<file path="src/rtl/logs_pwm_decoder.sv">
// logs_pwm_decoder
// Recovers sample-rate amplitude from the 1-bit PWM stream of the square-wave
// mixer. High cycles are counted over fixed 2^DEC_LOG2-cycle windows. The last
// 2^AVG_LOG2 window counts are summed as a moving sum. Each sum is handed to a
// small FIFO with a valid/ready handshake.
//
// Ports:
//   clk           clock
//   rst_n         asynchronous reset, active-low
//   pwm_in        PWM audio, asynchronous to clk (synchronized internally)
//   enable        run the decimator; low holds it idle (FIFO is kept)
//   sample_out    FIFO head sample, W = DEC_LOG2 + 1 + AVG_LOG2 bits
//   sample_valid  FIFO non-empty
//   sample_ready  consumer accepts the head sample
//   overflow_cnt  saturating count of samples dropped on a full FIFO
//   clear_ovf     synchronous clear of overflow_cnt (wins over a same-cycle drop)
module logs_pwm_decoder #(
   parameter int DEC_LOG2   = 8,
   parameter int AVG_LOG2   = 2,
   parameter int FIFO_DEPTH = 4,
   localparam int W         = DEC_LOG2 + 1 + AVG_LOG2
) (
   input  logic         clk,
   input  logic         rst_n,
   input  logic         pwm_in,
   input  logic         enable,
   output logic [W-1:0] sample_out,
   output logic         sample_valid,
   input  logic         sample_ready,
   output logic [7:0]   overflow_cnt,
   input  logic         clear_ovf
);

   localparam int NWIN   = 1 << AVG_LOG2;
   localparam int CW     = DEC_LOG2 + 1;
   localparam int PW     = $clog2(FIFO_DEPTH);
   localparam int CNTW   = PW + 1;
   localparam int WARM_W = AVG_LOG2 + 1;

   logic                sync1_q, sync1_d, sync2_q, sync2_d;
   logic [DEC_LOG2-1:0] win_cnt_q, win_cnt_d;
   logic [CW-1:0]       acc_q, acc_d;
   logic [CW-1:0]       hist_q [NWIN];
   logic [CW-1:0]       hist_d [NWIN];
   logic [W-1:0]        sum_q, sum_d;
   logic [WARM_W-1:0]   warm_q, warm_d;
   logic                push_pend_q, push_pend_d;
   logic [W-1:0]        mem_q [FIFO_DEPTH];
   logic [W-1:0]        mem_d [FIFO_DEPTH];
   logic [PW-1:0]       wr_ptr_q, wr_ptr_d, rd_ptr_q, rd_ptr_d;
   logic [CNTW-1:0]     count_q, count_d;
   logic [7:0]          ovf_q, ovf_d;

   logic          s;
   logic          win_last;
   logic [CW-1:0] c;
   logic          full, pop, push_req, push, drop;
   logic [PW-1:0] rd_prev;

   assign s        = sync2_q;
   assign win_last = (win_cnt_q == '1);
   assign c        = acc_q + CW'(s);

   always_comb begin
      sync1_d     = pwm_in;
      sync2_d     = sync1_q;
      win_cnt_d   = win_cnt_q;
      acc_d       = acc_q;
      hist_d      = hist_q;
      sum_d       = sum_q;
      warm_d      = warm_q;
      push_pend_d = 1'b0;

      if (!enable) begin
         win_cnt_d = '0;
         acc_d     = '0;
         sum_d     = '0;
         warm_d    = '0;
         for (int i = 0; i < NWIN; i++) hist_d[i] = '0;
      end else begin
         win_cnt_d = win_cnt_q + 1'b1;
         if (win_last) begin
            acc_d     = '0;
            hist_d[0] = c;
            for (int i = 1; i < NWIN; i++) hist_d[i] = hist_q[i-1];
            // running sum stays non-negative, so modular W-bit math is exact
            sum_d = sum_q + W'(c) - W'(hist_q[NWIN-1]);
            if (warm_q != WARM_W'(NWIN)) warm_d = warm_q + 1'b1;
            push_pend_d = (warm_q >= WARM_W'(NWIN - 1));
         end else begin
            acc_d = acc_q + CW'(s);
         end
      end
   end

   // A push pending on the cycle enable drops is cancelled, not delivered.
   assign full     = (count_q == CNTW'(FIFO_DEPTH));
   assign pop      = (count_q != '0) && sample_ready;
   assign push_req = push_pend_q && enable;
   assign push     = push_req && (!full || pop);
   assign drop     = push_req && full && !pop;

   always_comb begin
      mem_d    = mem_q;
      wr_ptr_d = wr_ptr_q;
      rd_ptr_d = rd_ptr_q;
      count_d  = count_q + CNTW'(push) - CNTW'(pop);
      ovf_d    = ovf_q;
      if (push) begin
         mem_d[wr_ptr_q] = sum_q;
         wr_ptr_d        = wr_ptr_q + 1'b1;
      end
      if (pop) rd_ptr_d = rd_ptr_q + 1'b1;
      if (clear_ovf) ovf_d = '0;
      else if (drop && ovf_q != 8'hFF) ovf_d = ovf_q + 8'd1;
   end

   // When empty, show the last popped entry: its slot cannot be rewritten
   // until the next push, which makes the FIFO non-empty again.
   assign rd_prev      = rd_ptr_q - PW'(1);
   assign sample_valid = (count_q != '0);
   assign sample_out   = sample_valid ? mem_q[rd_ptr_q] : mem_q[rd_prev];
   assign overflow_cnt = ovf_q;

   always_ff @(posedge clk or negedge rst_n) begin
      if (!rst_n) begin
         sync1_q     <= 1'b0;
         sync2_q     <= 1'b0;
         win_cnt_q   <= '0;
         acc_q       <= '0;
         sum_q       <= '0;
         warm_q      <= '0;
         push_pend_q <= 1'b0;
         wr_ptr_q    <= '0;
         rd_ptr_q    <= '0;
         count_q     <= '0;
         ovf_q       <= '0;
         for (int i = 0; i < NWIN; i++) hist_q[i] <= '0;
         for (int i = 0; i < FIFO_DEPTH; i++) mem_q[i] <= '0;
      end else begin
         sync1_q     <= sync1_d;
         sync2_q     <= sync2_d;
         win_cnt_q   <= win_cnt_d;
         acc_q       <= acc_d;
         sum_q       <= sum_d;
         warm_q      <= warm_d;
         push_pend_q <= push_pend_d;
         wr_ptr_q    <= wr_ptr_d;
         rd_ptr_q    <= rd_ptr_d;
         count_q     <= count_d;
         ovf_q       <= ovf_d;
         hist_q      <= hist_d;
         mem_q       <= mem_d;
      end
   end

endmodule

</file>
<file path="config.mk">
export PLATFORM = sky130hd
export DESIGN_NAME = logs_pwm_decoder
export DESIGN_NICKNAME = d
export VERILOG_FILES = /design/src/rtl/logs_pwm_decoder.sv
export SDC_FILE = /design/constraint.sdc
export NUM_CORES = 1
export LEC_CHECK = 0
export CELL_PAD_IN_SITES_DETAIL_PLACEMENT = 2
export CELL_PAD_IN_SITES_GLOBAL_PLACEMENT = 2
export CORE_MARGIN = 1
export CORE_UTILIZATION = 40
export CTS_BUF_LIST = sky130_fd_sc_hd__clkbuf_8 sky130_fd_sc_hd__clkbuf_16
export CTS_CLUSTER_SIZE = 30
export DETAILED_ROUTE_END_ITERATION = 10
export PLACE_DENSITY_LB_ADDON = 0.25
export SYNTH_ARGS = -nofsm -noshare
export SYNTH_HDL_FRONTEND = slang
export SYNTH_SLANG_ARGS = --single-unit
</file>
<file path="constraint.sdc">
create_clock -name clk -period 3.85 [get_ports clk]
set_input_delay 0.77 -clock clk [delete_from_list [all_inputs] [get_ports clk]]
set_output_delay 0.77 -clock clk [all_outputs]
set_load 0.01 [all_outputs]
</file>
==> results of run 1 <==
[cells in the mapped netlist, drive strengths merged, types with 3 or more instances]
cell,n
mux2i,3
nand3,21
a21oi,48
o31ai,11
ha,24
nand4,3
a21o,9
dfrtp,129
clkbuf,22
buf,14
nor3,5
xnor2,18
and2,4
nor2,34
fa,10
a22oi,10
mux2,46
o221ai,20
o21a,3
nand2,92
and3,4
o21ai,17
or3,15
a211oi,9
xor2,8
inv,36
[critical path, cell delays in order, from the launching register on]
cell and delay, ps:
dfrtp_1 460, nor3_2 250, inv_2 220, nand2b_1 450
o21ai_0 150, a221o_1 390, clkdlybuf4s50_1 490
[worst min-delay path by stage]
stage,start,end,slack [ps]
after floorplan,sync1_q,s,330
after global placement,sync1_q,s,350
after detailed placement,sync1_q,s,350
after CTS,rst_n,rd_ptr_q[0],290
after global routing,rst_n,rd_ptr_q[0],310
final,rst_n,rd_ptr_q[0],300
[routing by layer]
layer | routed length, µm | up-vias | track usage (%)
met5 | 0 | - | 0
met4 | 337 | 0 | 9.23
met3 | 334 | 29 | 4.35
met2 | 9430 | 56 | 41.5
met1 | 7570 | 2569 | 27.8
li1 | - | 2256 | -
[kinds of logic after synthesis]
group / after synthesis / synth area share (%)
AO/OA/AOI/OAI: 138 / 14.0
XOR/XNOR: 26 / 3.47
adder cells (fa/ha/maj): 34 / 7.63
buffers and inverters: 72 / 4.35
flip-flops: 129 / 49.2
multiplexers: 49 / 8.35
AND/OR/NAND/NOR: 187 / 13.0
[layout make-up]
| type | instances | area, µm² |
|---|---|---|
| sequential | 129 | 3230 |
| fill | 1648 | 8340 |
| clock buffer | 20 | 467 |
| tap | 216 | 270 |
| clock inverter | 12 | 115 |
| multi-input combinational | 434 | 3060 |
| inverter | 36 | 135 |
| timing repair buffer | 34 | 328 |
[placed cells by master, fill, tap and decap left out, types with 7 or more instances in the layout]
cell type	netlist	routed
inv_1	34	35
fa_1	10	10
a21o_1	9	9
o31ai_1	11	11
clkbuf_16	0	17
or3_1	15	15
nor2_1	34	33
o21ai_0	17	17
nand3_1	21	21
a22oi_1	10	10
o221ai_1	20	20
a21oi_1	48	48
a211oi_1	9	9
mux2_2	46	46
dfrtp_1	129	128
clkinv_2	0	7
clkdlybuf4s50_1	0	24
xor2_1	8	8
xnor2_1	18	18
buf_4	0	9
ha_1	24	24
nand2_1	92	92
[stage by stage]
step                      util (%)  power, mW  instances
final                         47.7       3.96        881
after global routing          47.7       4.14        881
after CTS                     47.7       4.00        881
after detailed placement      44.0       2.39        849
after global placement        44.0       2.34        849
after floorplan                  -       2.03        635
[flip-flops by register name (all words and copies together) (netlist names)]
register and count:
acc_q 9, count_q 3, hist_q 36, mem_q 44
overflow_cnt 8, push_pend_q 1, rd_ptr_q 2, s 1
sum_q 11, sync1_q 1, warm_q 3, win_cnt_q 8
wr_ptr_q 2
[power groups by stage]
stage	Combinational [mW]	Clock (mW)	Sequential (mW)
floorplan	0.576	0	1.45
global placement	0.850	0	1.49
detailed placement	0.894	0	1.50
CTS	0.898	1.63	1.48
global route	0.978	1.68	1.48
finish	0.887	1.60	1.48
==> summary.txt, run 1 <==
Floorplan
  – Core Box Area: ~0.016 mm²
  – DIE AREA: roughly 0.017 mm²
  – Chip height: ~130 µm
  – I/O Pins: 26
  – Die W: ~130 µm
  – Row count: 46
  – Starting Density: 41.2%

Clocking
  – Max clock buf depth: 2
  – Clk sink count: about 130
  – Post-CTS Setup Inserts: 0
  – CTS tree: done
  – Reg clk slew, reported paths: 60 ps
  – # resized after CTS: 0
  – Num CTS Buffers: 17
  – Clock Latency Late Sink: 430 ps
  – Clk root buf: clkbuf_16
  – H-tree depth: 4
  – Hold_buf cts: 0

Pwr
  – Seq pwr share: a little under two fifths
  – Int Pwr: 2.80 mW
  – Power share of the combinational group: 22.4%
  – Worst IR drop on VDD: approximately 0.00033 V
  – Clk pwr share: roughly 40%
  – Switch share: 29.5%
  – PwrDens: about 520 mW/mm²
  – Leakage: approximately 3.4 nW
  – Switching power: 1.17 mW

GRT
  – Grt total ovfl: 0
  – First-pass GRT wire length: ~30000 µm
  – Vias in the first global route: 5546
  – Antenna violations before repair: 0
  – Total Routing Usage GR: 23.3%
  – Largest net degree at the start of global routing: between 60 and 70

Status
  – Status: finished clean

Critical path
  – CP endpoint kind: output pin
  – R2R Path End: sum_q[10]
  – Setup crit end: sample_out[9]
  – Worst Path Required: 3080 ps
  – CP Class: flip-flop to output pin
  – Critical path arrival: between 2000 and 3000 ps
  – Crit-path max FO: 26
  – Worst Reg2Reg Path Length in Cells: 14
  – Critical Path Source Type: flip-flop
  – Worst R2R Setup Slack: roughly 270 ps
  – Reg2reg start: acc_q[0]
  – CP startpoint: count_q[1]

Synthesis
  – Asr flop ratio synth: between 90% and 100%
  – Mapped Nets: just under 700
  – Register bit total from synthesis: 129
  – Register area share after synthesis: roughly half
  – Post-synth EDFFs: 0
  – Cell Area, Synth: roughly 0.0066 mm²
  – Yosys top cell area share: 49.2%
  – Top post-synthesis cells by area: dfrtp_1 49%, mux2_2 7.9%, nand2_1 5.3%
  – Synth warn: 0
  – Ys flop type: dfrtp_1
  – Cell accounting for the most synthesized area: dfrtp_1
  – Synth Area per Inst: 10.3 µm²
  – Count of cell types in the netlist: 48
  – Cells after synthesis: 635

Layout
  – Share of post-route cells with drive strength above 1: between 10% and 20%
  – Ant. Diodes: 0
  – Post-layout instance area: 0.00761 mm²
  – Area growth from synthesis to layout: 15.9%
  – Nets: 692

Timing
  – Final setup violation count: 0
  – Fin crit share: between 90% and 100%
  – Final WS setup: 244 ps
  – RSZ-0062 raised after global routing: no
  – Worst Skew: a little under 7 ps
  – Slew @ Worst Pin: 1030 ps
  – Fin Hold WS: between 200 and 300 ps
  – Final Max Tran Viols: 0
  – Worst rel slew slack: 31.2%
  – Max Fclk: 277 MHz
  – Final hold vios: 0
  – Fin crit period: around 3600 ps
  – Setup TNS Final: 0 ps

Place
  – Count of input and output buffers: 25
  – Place WS: 300 ps
  – Final Wtd Congestion: 0.744
  – Dpl hpwl: about 12000 µm
  – Post-DP Area: around 0.007 mm²

Job
  – Max_cap viols: 0

Detailed routing
  – Detailed-route via count: 4910
  – Via density per instance: 5.57
  – First-pass DRT Iterations: 6
  – Routed WL per cell: 20.1 µm
  – Antenna Violating Nets Remaining: 0
  – Final WL: 17700 µm
  – DRC viols: 0
  – DR iter-0 viols: slightly below 200

Hold path
  – Worst min path class: input pin to async pin
Power figures use the tool's default switching activity.
==> run 2, diff against run 1 <==
- SETUP_SLACK_MARGIN: unset -> 0.5
- SKIP_LAST_GASP: unset -> 1
==> run 2 against run 1 <==
Against the previous run:
- via count up 1.8%
- utilization up 1.8 points
- sequential share of layout area down 1.5 points
- die area unchanged
- total power up 2.1%
- largest power group unchanged
==> summary.txt, run 2 (synthesis gave the netlist of run 1 again) <==
Critical path
  – Critical Path Source Type: flip-flop (unchanged)
  – Worst Reg2Reg Path Length in Cells: 11 (was 14)
  – Critical path arrival: 3740 ps (was 2840 ps)
  – Reg2reg start: acc_q[0] (unchanged)
  – CP endpoint kind: flip-flop (was output pin)
  – Worst R2R Setup Slack: 470 ps (was 270 ps)
  – Worst Path Required: 4200 ps (was 3080 ps)
  – Crit-path max FO: 5 (was 26)
  – CP Class: flip-flop to flip-flop (was flip-flop to output pin)
  – CP startpoint: acc_q[0] (was count_q[1])
  – R2R Path End: sum_q[7] (was sum_q[10])

Clocking
  – CTS tree: done (unchanged)
  – H-tree depth: 4 (unchanged)
  – Hold_buf cts: 0 (unchanged)
  – Clk sink count: 129 (unchanged)
  – Reg clk slew, reported paths: 60 ps (about the same)
  – Max clock buf depth: 2 (unchanged)
  – Clk root buf: clkbuf_16 (unchanged)
  – Num CTS Buffers: 17 (unchanged)
  – Clock Latency Late Sink: 430 ps (about the same)

Status
  – Status: finished clean (unchanged)

Layout
  – Largest registers: mem_q (44), hist_q (36), sum_q (11) (unchanged)
  – Commonest non-fill, non-tap cells in the layout: 127 x dfrtp_1, 92 x nand2_1, 47 x a21oi_1 (was 128 x dfrtp_1, 92 x nand2_1, 48 x a21oi_1)
  – Reg with most FFs: mem_q (unchanged)
  – Post-layout instance area: 0.00789 mm² (was 0.00761 mm²)
  – Ant. Diodes: 0 (unchanged)
  – Fin util: 49.5% (was 47.7%)
  – Area growth from synthesis to layout: 20.2% (was 15.9%)
  – Most common cell after layout, fill and taps aside: dfrtp_1 (unchanged)
  – Post-route insts no fill: 887 (was 881)
  – Nets: 698 (was 692)
  – Share of post-route cells with drive strength above 1: 19.5% (was 14.6%)
  – Max reg flops: 44 (unchanged)

Floorplan
  – DIE AREA: 0.0169 mm² (unchanged)
  – Core Box Area: 0.0159 mm² (unchanged)
  – Starting Density: 41.2% (unchanged)
  – Chip height: 130 µm (unchanged)
  – Row count: 46 (unchanged)
  – Die W: 130 µm (unchanged)
  – I/O Pins: 26 (unchanged)

Detailed routing
  – DR iter-0 viols: 217 (was 199)
  – DRC viols: 0 (unchanged)
  – First-pass DRT Iterations: 4 (was 6)
  – Final WL: 18900 µm (was 17700 µm)
  – Antenna Violating Nets Remaining: 0 (unchanged)
  – Detailed-route via count: 4998 (was 4910)
  – Routed WL per cell: 21.3 µm (was 20.1 µm)
  – Via density per instance: 5.63 (was 5.57)

GRT
  – Largest net degree at the start of global routing: 63 (unchanged)
  – Grt total ovfl: 0 (unchanged)
  – First-pass GRT wire length: 30400 µm (was 29700 µm)
  – Vias in the first global route: 5624 (was 5546)
  – Antenna violations before repair: 0 (unchanged)
  – Total Routing Usage GR: 23.9% (was 23.3%)

Timing
  – Worst rel slew slack: 31.3% (was 31.2%)
  – Fin crit share: 87.8% (was 93.7%)
  – Slew @ Worst Pin: 1030 ps (about the same)
  – Final setup violation count: 0 (unchanged)
  – Setup TNS Final: 0 ps (unchanged)
  – RSZ-0062 raised after global routing: yes (was no)
  – Fin Hold WS: 300 ps (was 298 ps)
  – Final Max Tran Viols: 0 (unchanged)
  – Max Fclk: 296 MHz (was 277 MHz)
  – Final hold vios: 0 (unchanged)
  – Fin crit period: 3380 ps (was 3610 ps)
  – Worst Skew: 8.88 ps (was 6.82 ps)

Place
  – Post-DP Area: 0.00702 mm² (unchanged)
  – Final Wtd Congestion: 0.744 (unchanged)
  – Placed insts: 849 (unchanged)
  – Count of input and output buffers: 25 (unchanged)
  – Dpl hpwl: 11600 µm (unchanged)

Pwr
  – Leakage: 3.50 nW (was 3.43 nW)
  – PwrDens: 513 mW/mm² (was 521 mW/mm²)
  – Worst IR drop on VDD: 0.000313 V (was 0.000333 V)

Job
  – Max_cap viols: 0 (unchanged)

Hold path
  – Worst min path class: input pin to async pin (unchanged)
## run 2: cell count changes in the layout (fill, tap and decap cells not counted), sizes merged
cell           before  now
buf                10   14
clkdlybuf4s50      24   22
clkinvlp            1    3
dlymetal6s2s        0    2
inv                37   36
nand2b              2    3
## run 2: layout make-up
type / instances / area (µm²)
fillers: 1611 / 8060
multi-input cells: 435 / 3280
flip-flops and latches: 129 / 3230
clock buffers: 20 / 467
repair buffers: 38 / 370
well taps: 216 / 270
inverters: 36 / 141
clock inverters: 12 / 115
repair inverters: 1 / 5.00
## run 2: how the worst max path moves through the flow
stage | endpoint | slack [ps] | depth (start not counted)
floorplan | sum_q[10] | 730 | 12
global placement | sum_q[10] | 550 | 12
detailed placement | sum_q[10] | 300 | 14
CTS | sample_out[9] | 490 | 6
global route | sum_q[7] | 390 | 11
finish | sum_q[7] | 470 | 11
## run 2: critical path: stages, from the launching register on
cell and delay [ps]:
dfrtp_1 420, ha_4 200, nand3_1 130, xor2_2 200
inv_1 100, fa_1 480, ha_1 410, a21o_1 230
a21oi_1 360, a21oi_1 170, or4_1 510, nand3_1 100
## run 2: per-stage QoR
| stage | setup slack (ps) | power, mW |
|---|---|---|
| after global placement | 547 | 2.34 |
| final | 468 | 4.04 |
| after CTS | 487 | 4.04 |
| after global routing | 385 | 4.22 |
| after floorplan | 729 | 2.03 |
| after detailed placement | 300 | 2.39 |
## run 2: what timing repair did
action                     4_1_cts  5_1_grt
gates resized for setup         17       29
cloned                           1        1
setup endpoints to repair       15       16
pin swaps                        2        6
setup buffers                    1        3
## run 2: report_power, final
group          internal (mW)  switching (mW)
combinational          0.438           0.509
clock                  0.993           0.608
sequential              1.40          0.0963
## run 2: layer usage
layer | share of wire, % | up-vias | GRT usage [%]
li1 | - | 2264 | -
met1 | 41 | 2623 | 27.9
met2 | 54 | 77 | 43.0
met3 | 2.3 | 34 | 4.55
met4 | 2.5 | 0 | 9.71
met5 | 0 | - | 0
